## config.mk

```make
export PLATFORM = sky130hd
export DESIGN_NAME = team_03_wbm_bridge
export DESIGN_NICKNAME = d
export VERILOG_FILES = /design/src/rtl/team_03_wbm_pkg.sv /design/src/rtl/team_03_wbm_req_fifo.sv /design/src/rtl/team_03_wbm_bridge.sv
export SDC_FILE = /design/constraint.sdc
export NUM_CORES = 1
export LEC_CHECK = 0
export ABC_AREA = 1
export BUFFER_PORTS_ARGS = -buffer_cell sky130_fd_sc_hd__buf_4
export CORE_MARGIN = 10
export CORE_UTILIZATION = 55
export DETAILED_ROUTE_END_ITERATION = 7
export PLACE_DENSITY = 0.77
export SYNTH_ARGS = -nofsm -noshare
export SYNTH_HDL_FRONTEND = slang
export SYNTH_HIERARCHICAL = 1
export SYNTH_SLANG_ARGS = --single-unit
```

## constraint.sdc

```tcl
create_clock -name clk_i -period 12.8 [get_ports clk_i]
set_input_delay 1.28 -clock clk_i [delete_from_list [all_inputs] [get_ports clk_i]]
set_output_delay 1.28 -clock clk_i [all_outputs]
set_load 0.02 [all_outputs]
```

## src/rtl/team_03_wbm_pkg.sv

```systemverilog
// Shared types and constants for the team_03 Wishbone master bridge.
package team_03_wbm_pkg;

    typedef enum logic {
        IDLE = 1'b0,
        BUS  = 1'b1
    } state_t;

    typedef struct packed {
        logic        we;
        logic [31:0] adr;
        logic [31:0] dat;
        logic [3:0]  sel;
    } req_t;

    localparam logic [31:0] ERR_DATA = 32'hBADC_0DE0;

endpackage

```

## src/rtl/team_03_wbm_req_fifo.sv

```systemverilog
// Synchronous request FIFO; pointers wrap modulo DEPTH, count is one bit wider.
module team_03_wbm_req_fifo
    import team_03_wbm_pkg::*;
#(
    parameter int DEPTH = 4
) (
    input  logic clk,
    input  logic rst,
    input  logic push,
    input  logic pop,
    input  req_t din,
    output req_t dout,
    output logic full,
    output logic empty
);

    localparam int AW = $clog2(DEPTH);
    localparam logic [AW:0] FULL_COUNT = (AW + 1)'(DEPTH);

    req_t          mem [DEPTH];
    logic [AW-1:0] wr_ptr;
    logic [AW-1:0] rd_ptr;
    logic [AW:0]   count;
    logic          do_push;
    logic          do_pop;

    assign do_push = push && !full;
    assign do_pop  = pop && !empty;
    assign full    = (count == FULL_COUNT);
    assign empty   = (count == '0);
    assign dout    = mem[rd_ptr];

    always_ff @(posedge clk or posedge rst) begin
        if (rst) begin
            wr_ptr <= '0;
            rd_ptr <= '0;
            count  <= '0;
        end else begin
            if (do_push) wr_ptr <= wr_ptr + 1'b1;
            if (do_pop)  rd_ptr <= rd_ptr + 1'b1;
            case ({do_push, do_pop})
                2'b10:   count <= count + 1'b1;
                2'b01:   count <= count - 1'b1;
                default: count <= count;
            endcase
        end
    end

    // Storage needs no reset: an entry is only read after it has been written.
    always_ff @(posedge clk) begin
        if (do_push) mem[wr_ptr] <= din;
    end

endmodule

```

## src/rtl/team_03_wbm_bridge.sv

```systemverilog
// Request FIFO -> classic Wishbone master cycles -> in-order response register.
// Optional bus timeout enabled by defining TEAM03_WBM_TIMEOUT_EN.
module team_03_wbm_bridge
    import team_03_wbm_pkg::*;
#(
    parameter int FIFO_DEPTH     = 4,
    parameter int TIMEOUT_CYCLES = 255
) (
    input  logic        clk_i,
    input  logic        rst_i,
    input  logic        req_valid,
    output logic        req_ready,
    input  logic        req_we,
    input  logic [31:0] req_adr,
    input  logic [31:0] req_dat,
    input  logic [3:0]  req_sel,
    output logic        rsp_valid,
    input  logic        rsp_ready,
    output logic [31:0] rsp_dat,
    output logic        rsp_err,
    output logic        busy,
    output logic [31:0] ADR_O,
    output logic [31:0] DAT_O,
    output logic [3:0]  SEL_O,
    output logic        WE_O,
    output logic        STB_O,
    output logic        CYC_O,
    input  logic [31:0] DAT_I,
    input  logic        ACK_I,
    output state_t      dbg_state
);

    // Handshakes: a beat transfers on a rising clk edge where valid && ready are both
    // high; the sender holds its payload stable from raising valid until that edge.

    if (FIFO_DEPTH < 2 || (FIFO_DEPTH & (FIFO_DEPTH - 1)) != 0 || TIMEOUT_CYCLES < 1) begin : g_bad_param
        $error("team_03_wbm_bridge: FIFO_DEPTH must be a power of two >= 2, TIMEOUT_CYCLES >= 1");
    end

    state_t state;
    state_t next_state;
    req_t   in_req;
    req_t   head;
    logic   fifo_full;
    logic   fifo_empty;
    logic   pop_head;
    logic   ack_hit;
    logic   bus_done;
    logic   timeout_hit;
    logic   cyc_q;

    assign in_req    = '{we: req_we, adr: req_adr, dat: req_dat, sel: req_sel};
    assign req_ready = !fifo_full;
    assign busy      = !fifo_empty || (state == BUS) || rsp_valid;
    assign CYC_O     = cyc_q;
    assign STB_O     = cyc_q;
    assign dbg_state = state;

    team_03_wbm_req_fifo #(.DEPTH(FIFO_DEPTH)) u_fifo (
        .clk   (clk_i),
        .rst   (rst_i),
        .push  (req_valid),
        .pop   (pop_head),
        .din   (in_req),
        .dout  (head),
        .full  (fifo_full),
        .empty (fifo_empty)
    );

`ifdef TEAM03_WBM_TIMEOUT_EN
    localparam int TW = $clog2(TIMEOUT_CYCLES + 1);
    logic [TW-1:0] tmo_cnt;
    logic          err_q;

    // Counter equals the number of un-acked BUS cycles already elapsed.
    assign timeout_hit = (state == BUS) && !ACK_I && (tmo_cnt == TW'(TIMEOUT_CYCLES - 1));
    assign rsp_err     = err_q;

    always_ff @(posedge clk_i or posedge rst_i) begin
        if (rst_i) begin
            tmo_cnt <= '0;
            err_q   <= 1'b0;
        end else begin
            if (pop_head)                     tmo_cnt <= '0;
            else if (state == BUS && !ACK_I)  tmo_cnt <= tmo_cnt + 1'b1;
            if (ack_hit)          err_q <= 1'b0;
            else if (timeout_hit) err_q <= 1'b1;
        end
    end
`else
    assign timeout_hit = 1'b0;
    assign rsp_err     = 1'b0;
`endif

    always_ff @(posedge clk_i or posedge rst_i) begin
        if (rst_i) state <= IDLE;
        else       state <= next_state;
    end

    always_comb begin
        next_state = state;
        case (state)
            IDLE:    if (!fifo_empty && !rsp_valid) next_state = BUS;
            BUS:     if (ACK_I || timeout_hit) next_state = IDLE;
            default: next_state = IDLE;
        endcase
    end

    // A pending response blocks the next pop so responses stay in bus order.
    always_comb begin
        pop_head = 1'b0;
        ack_hit  = 1'b0;
        bus_done = 1'b0;
        case (state)
            IDLE: pop_head = !fifo_empty && !rsp_valid;
            BUS: begin
                ack_hit  = ACK_I;
                bus_done = ACK_I || timeout_hit;
            end
            default: ;
        endcase
    end

    always_ff @(posedge clk_i or posedge rst_i) begin
        if (rst_i) begin
            ADR_O <= '0;
            DAT_O <= '0;
            SEL_O <= '0;
            WE_O  <= 1'b0;
            cyc_q <= 1'b0;
        end else if (pop_head) begin
            ADR_O <= {head.adr[31:2], 2'b00};
            DAT_O <= head.we ? head.dat : 32'h0;
            SEL_O <= head.sel;
            WE_O  <= head.we;
            cyc_q <= 1'b1;
        end else if (bus_done) begin
            cyc_q <= 1'b0;
        end
    end

    always_ff @(posedge clk_i or posedge rst_i) begin
        if (rst_i) begin
            rsp_valid <= 1'b0;
            rsp_dat   <= '0;
        end else if (ack_hit) begin
            rsp_valid <= 1'b1;
            rsp_dat   <= WE_O ? 32'h0 : DAT_I;
        end else if (timeout_hit) begin
            rsp_valid <= 1'b1;
            rsp_dat   <= ERR_DATA;
        end else if (rsp_valid && rsp_ready) begin
            rsp_valid <= 1'b0;
        end
    end

endmodule

```

======== Yosys cells after proc, flatten, opt, wreduce, memory -nomap -nowiden ========
Memory sizes are Yosys's and may differ from the RTL's.
Index checks and enable logic that the tools add are counted.
storage, ports and cells
  register bits ........................... 109
  RAM bits ................................ 276
  input port bits ......................... 106
  output and inout port bits .............. 108
  logic and storage cells ................. 47
  memories ................................ 1
operators by class
  add/sub/neg operators ................... 4
  eq/ne operators ......................... 3
  multiplexer cells ....................... 14
  bitwise gates (word level) .............. 1
  reductions and logical operators ........ 13
memory list
  memory      depth  width  read ports  clocked after Yosys merged registers in  wr ports  line                        RTL
  u_fifo.mem  4      69     1           0                                        1         team_03_wbm_req_fifo.sv:20  req_t mem [DEPTH];
operator list
  kind                   count
  $mux W32               2
  $mux W1                10
  $pmux W3 S2            1
  $reduce_bool A2 Y1     3
  $add A2 B1 Y2 const B  2
  $logic_and A1 B1 Y1    4
  $add A3 B1 Y3 const B  1
  $eq A3 B3 Y1 const B   1
  $logic_not A1 Y1       3
  $logic_not A3 Y1       1
  $sub A3 B1 Y3 const B  1
  $eq A2 B1 Y1 const B   1
  $eq A2 B2 Y1 const B   1
  $logic_or A1 B1 Y1     2
  $pmux W1 S2            1
  $not A1 Y1             1

======== Longest topological paths before layout ========
  word-level depth ........................ 7
  gate-level depth with buffers ........... 17
  mapped depth without buffers ............ 16

======== Hierarchy ========
The synthesis kept the hierarchy.
by module, submodules not included
  module                times used  cells each  area an instance (µm²)  sequential area each (µm²)
  team_03_wbm_req_fifo  1           867         11,374.7                8,463.1
  team_03_wbm_bridge    1           518         4,302.9                 2,552.4

======== Worst setup path before layout ========
OpenSTA, ideal clock, no wires.
  kind .................................... input port to flip-flop
  start ................................... in req_valid
  end ..................................... mem u_fifo/mem[0][0] (netlist bit) (enable)
  setup time .............................. 0.497 ns
  arrival time ............................ 4.313 ns
  setup slack ............................. 7.991 ns
  stages on the path ...................... 2
  path buffers ............................ 0
  path through ............................ nand2_1 > nor2_1
on the way
  longest elaborated chain between the ends .. 3
ends and longest elaborated chain
  what                           line                        RTL
  start: declaration             team_03_wbm_bridge.sv:11    input logic req_valid,
  $logic_and A1 B1 Y1            team_03_wbm_req_fifo.sv:27  assign do_push = push && !full;
  $mux W1                        team_03_wbm_req_fifo.sv:51  if (do_push) mem[wr_ptr] <= din;
  $mux W1 (implied by the code)  team_03_wbm_req_fifo.sv:51
  end: declaration               team_03_wbm_req_fifo.sv:20
No other way between the ends.

======== Worst setup path in the final report ========
  start ................................... reg state, in the netlist dbg_state
  end ..................................... reg u_fifo.count[2]
on the way
  longest elaborated chain between the ends .. 4
  elaborated cells on any way between the ends .. 6
  classes of those cells .................. eq/ne: 2; mux: 2; reduce/logical: 2
ends and longest elaborated chain
  what                                               line                        RTL
  start: declaration                                 team_03_wbm_bridge.sv:40    state_t state;
  start signal: assignment                           team_03_wbm_bridge.sv:97    else state <= next_state;
  $mux W1 *                                          team_03_wbm_bridge.sv:114   case (state)
  named net pop_head                                 team_03_wbm_bridge.sv:46    logic pop_head;
  $logic_and A1 B1 Y1 *                              team_03_wbm_req_fifo.sv:28  assign do_pop = pop && !empty;
  named net u_fifo.do_pop                            team_03_wbm_req_fifo.sv:25  logic do_pop;
  $eq A2 B1 Y1 or $eq A2 B2 Y1 (tied branches)       team_03_wbm_req_fifo.sv:41  case ({do_push, do_pop})
  $pmux W3 S2 or $reduce_bool A2 Y1 (tied branches)  n/a
  end signal: assignment                             team_03_wbm_req_fifo.sv:42  2'b10: count <= count + 1'b1;
  end signal: assignment                             team_03_wbm_req_fifo.sv:43  2'b01: count <= count - 1'b1;
  end signal: assignment                             team_03_wbm_req_fifo.sv:44  default: count <= count;
  end: declaration                                   team_03_wbm_req_fifo.sv:23  logic [AW:0] count;
Mark *: on every way through the listed nets, which the timed path passes. The rest lies on a longest branch.
A chain may end at the register's enable or synchronous reset.

==> metrics.md <==
| Metric | Value |
|---|---|
| Startpoint types | register |
| Final setup violation count | 0 |
| Finished Layout Cells | 1948 |
| Row count | just over 60 |
| Crit end category | register |
| GRT Total Usage | a little under a fifth |
| Max Transition Viols Final | 0 |
| # IOs | 214 |
| IO buf count | 208 |
| Hold EP | DAT_O[23] |
| Worst r2r src | dbg_state |
| Fin Clk Skew | 10.9 ps |
| Fmax | about 290 MHz |
| WHS Path Cells | 2 |
| Post-CTS sizing | 0 |
| Pwr Density | roughly 250 nW/µm² |
| DRC viols | 0 |
| Setup_tns | 0 ps |
| Post-synth design cell area | ~15000 µm² |
| CTS tree | yes |
| P_leak | 8.35 nW |
| Fin crit period | 3430 ps |
| Routed WL | 33300 µm |
| CTS max path bufs | 3 |
| Diodes inserted | 0 |
| Clock Latency Late Sink | roughly 520 ps |
| Initial drt markers | 736 |
| CP Max Fanout | 70 |
| Final Hold Slack | about 470 ps |
| DR pass1 iterations | 4 |
| Post-placement cell area | approximately 17000 µm² |
| Root buffer cell | clkbuf_16 |
| Global-route wire length before repair | between 50000 and 60000 µm |
| Fill cells | 2041 |
| Hold Vio Cnt, Final | 0 |
| Synthesized area per cell | 11.3 µm² |
| Post-layout nets | 1653 |
| Setup CP Type | register to register |
| Area Growth Syn to Fin | 19.4% |
| Worst slew pin tran | 1100 ps |
| Synth Instances | 1363 |
| Vias in the first global route | 9820 |
| Reg2reg end | u_fifo/count[2] |
| Worst Hold Class | register to register |
| Initial core utilization | between 50 and 60% |
| Die Area | about 35000 µm² |
| Gp weighted congestion | 0.782 |
| Core area | 27700 µm² |
| Die height | between 150 and 200 µm |
| Placed Cells | around 1900 |
| Dpl hpwl | 18800 µm |
| Required time of the critical path | 13210 ps |
| Yosys warns | 6 |
| Final period utilization | 26.8% |
| Average wire per standard cell | 17.1 µm |
| Final Cell Area | 18400 µm² |
| Post-CTS Hold Fix Bufs | 0 |
| Detail Route Antenna Nets | 0 |
| Status | finished clean |
| Slew headroom | 26.7% |
| Worst hold start | DAT_O[23] |
| Share of cells above drive strength 1 | 18.3% |
| CTS buffer count | 38 |
| RSZ-0062 raised after global routing | no |
| R2R Setup Slk | about 9400 ps |
| Remaining global-route overflow | 0 |
| Post-CTS Setup Repair Bufs | 0 |
| Vias per cell | 5.12 |
| Clock sink count | around 380 |
| Initial antenna violation count | 0 |
| H-tree Lvls | 2 |
| Arr. time, crit path | 3840 ps |
| Largest net degree at the start of global routing | roughly 180 |
| Peak VDD IR | 0.183 mV |
| Die W | 187 µm |
| R2R depth | 13 |
| Routed via count | 9966 |
| Max-cap violations | 0 |
| Pwr Total | approximately 4.5 mW |
| Clock Pin Slew Worst Setup and Hold Paths | 60 ps |
==> layer usage <==
layer	GRT usage, %	wire length (µm)
met5	0	0
met4	6.39	833
met3	4.74	2470
met2	31.3	16300
met1	23.3	13700
==> worst max-delay path by stage <==
stage / from / endpoint / slack (ps) / depth (start not counted)
after floorplan: req_valid / u_fifo/mem[0][0] / 8080 / 2
after global placement: req_valid / u_fifo/mem[2][61] / 9200 / 4
after detailed placement: req_valid / u_fifo/mem[2][60] / 9160 / 4
after CTS: dbg_state / u_fifo/count[2] / 9300 / 13
after global routing: dbg_state / u_fifo/count[2] / 8990 / 13
final: dbg_state / u_fifo/count[2] / 9370 / 13
==> placed cells by master (no fill, tap or decap), types with 3 or more instances in the layout <==
master,count
clkbuf_16,41
nand2_1,452
dfrtp_1,108
ha_1,5
o21ai_1,6
edfxtp_1,268
o211ai_1,134
o21ai_0,29
clkbuf_8,5
conb_1,3
inv_1,188
clkbuf_1,12
nor2_4,5
buf_4,220
bufinv_16,4
clkinv_2,4
nand3_1,74
==> sequential cells by signal, summed over array words and instances, names as in the netlist <==
register and count:
DAT_O 32, dbg_state 1, WE_O 1, rsp_dat 32
SEL_O 4, u_fifo/wr_ptr 2, ADR_O 30, u_fifo/rd_ptr 2
rsp_valid 1, u_fifo/count 3, u_fifo/mem 268, CYC_O 1
==> where the power goes <==
part           total [mW]  switching (mW)  internal (mW)
logic                1.62            1.10          0.519
registers            1.77           0.122           1.65
clock network        1.13           0.440          0.695
total                4.53            1.66           2.87
==> per-stage QoR <==
| step | utilization [%] | setup slack, ps |
|---|---|---|
| 6_report | 66.3 | 9370 |
| 5_1_grt | 66.3 | 8990 |
| 4_1_cts | 66.3 | 9300 |
| 3_5_place_dp | 61.6 | 9160 |
| 3_3_place_gp | 61.6 | 9200 |
| 2_1_floorplan | - | 8080 |
==> area by class of cell <==
class	instances	area (µm²)	share of cell area, %
flip-flops and latches	377	10800	58.7
multi-input cells	712	3420	18.7
repair buffers	220	1650	9.00
clock buffers	58	1140	6.21
inverters	192	731	3.98
well taps	378	473	2.58
clock inverters	11	159	0.866
==> critical path: stages (launching register included) <==
cell,delay [ps]
dfrtp_1,440
nor2_4,120
buf_4,640
nand2_4,740
inv_1,270
nand2_1,100
inv_1,70
ha_1,160
inv_1,70
fa_1,370
nand2_1,100
nand3_1,80
nand2_1,60
nand2_1,40
No activity file was read; power rests on OpenSTA's default activity.
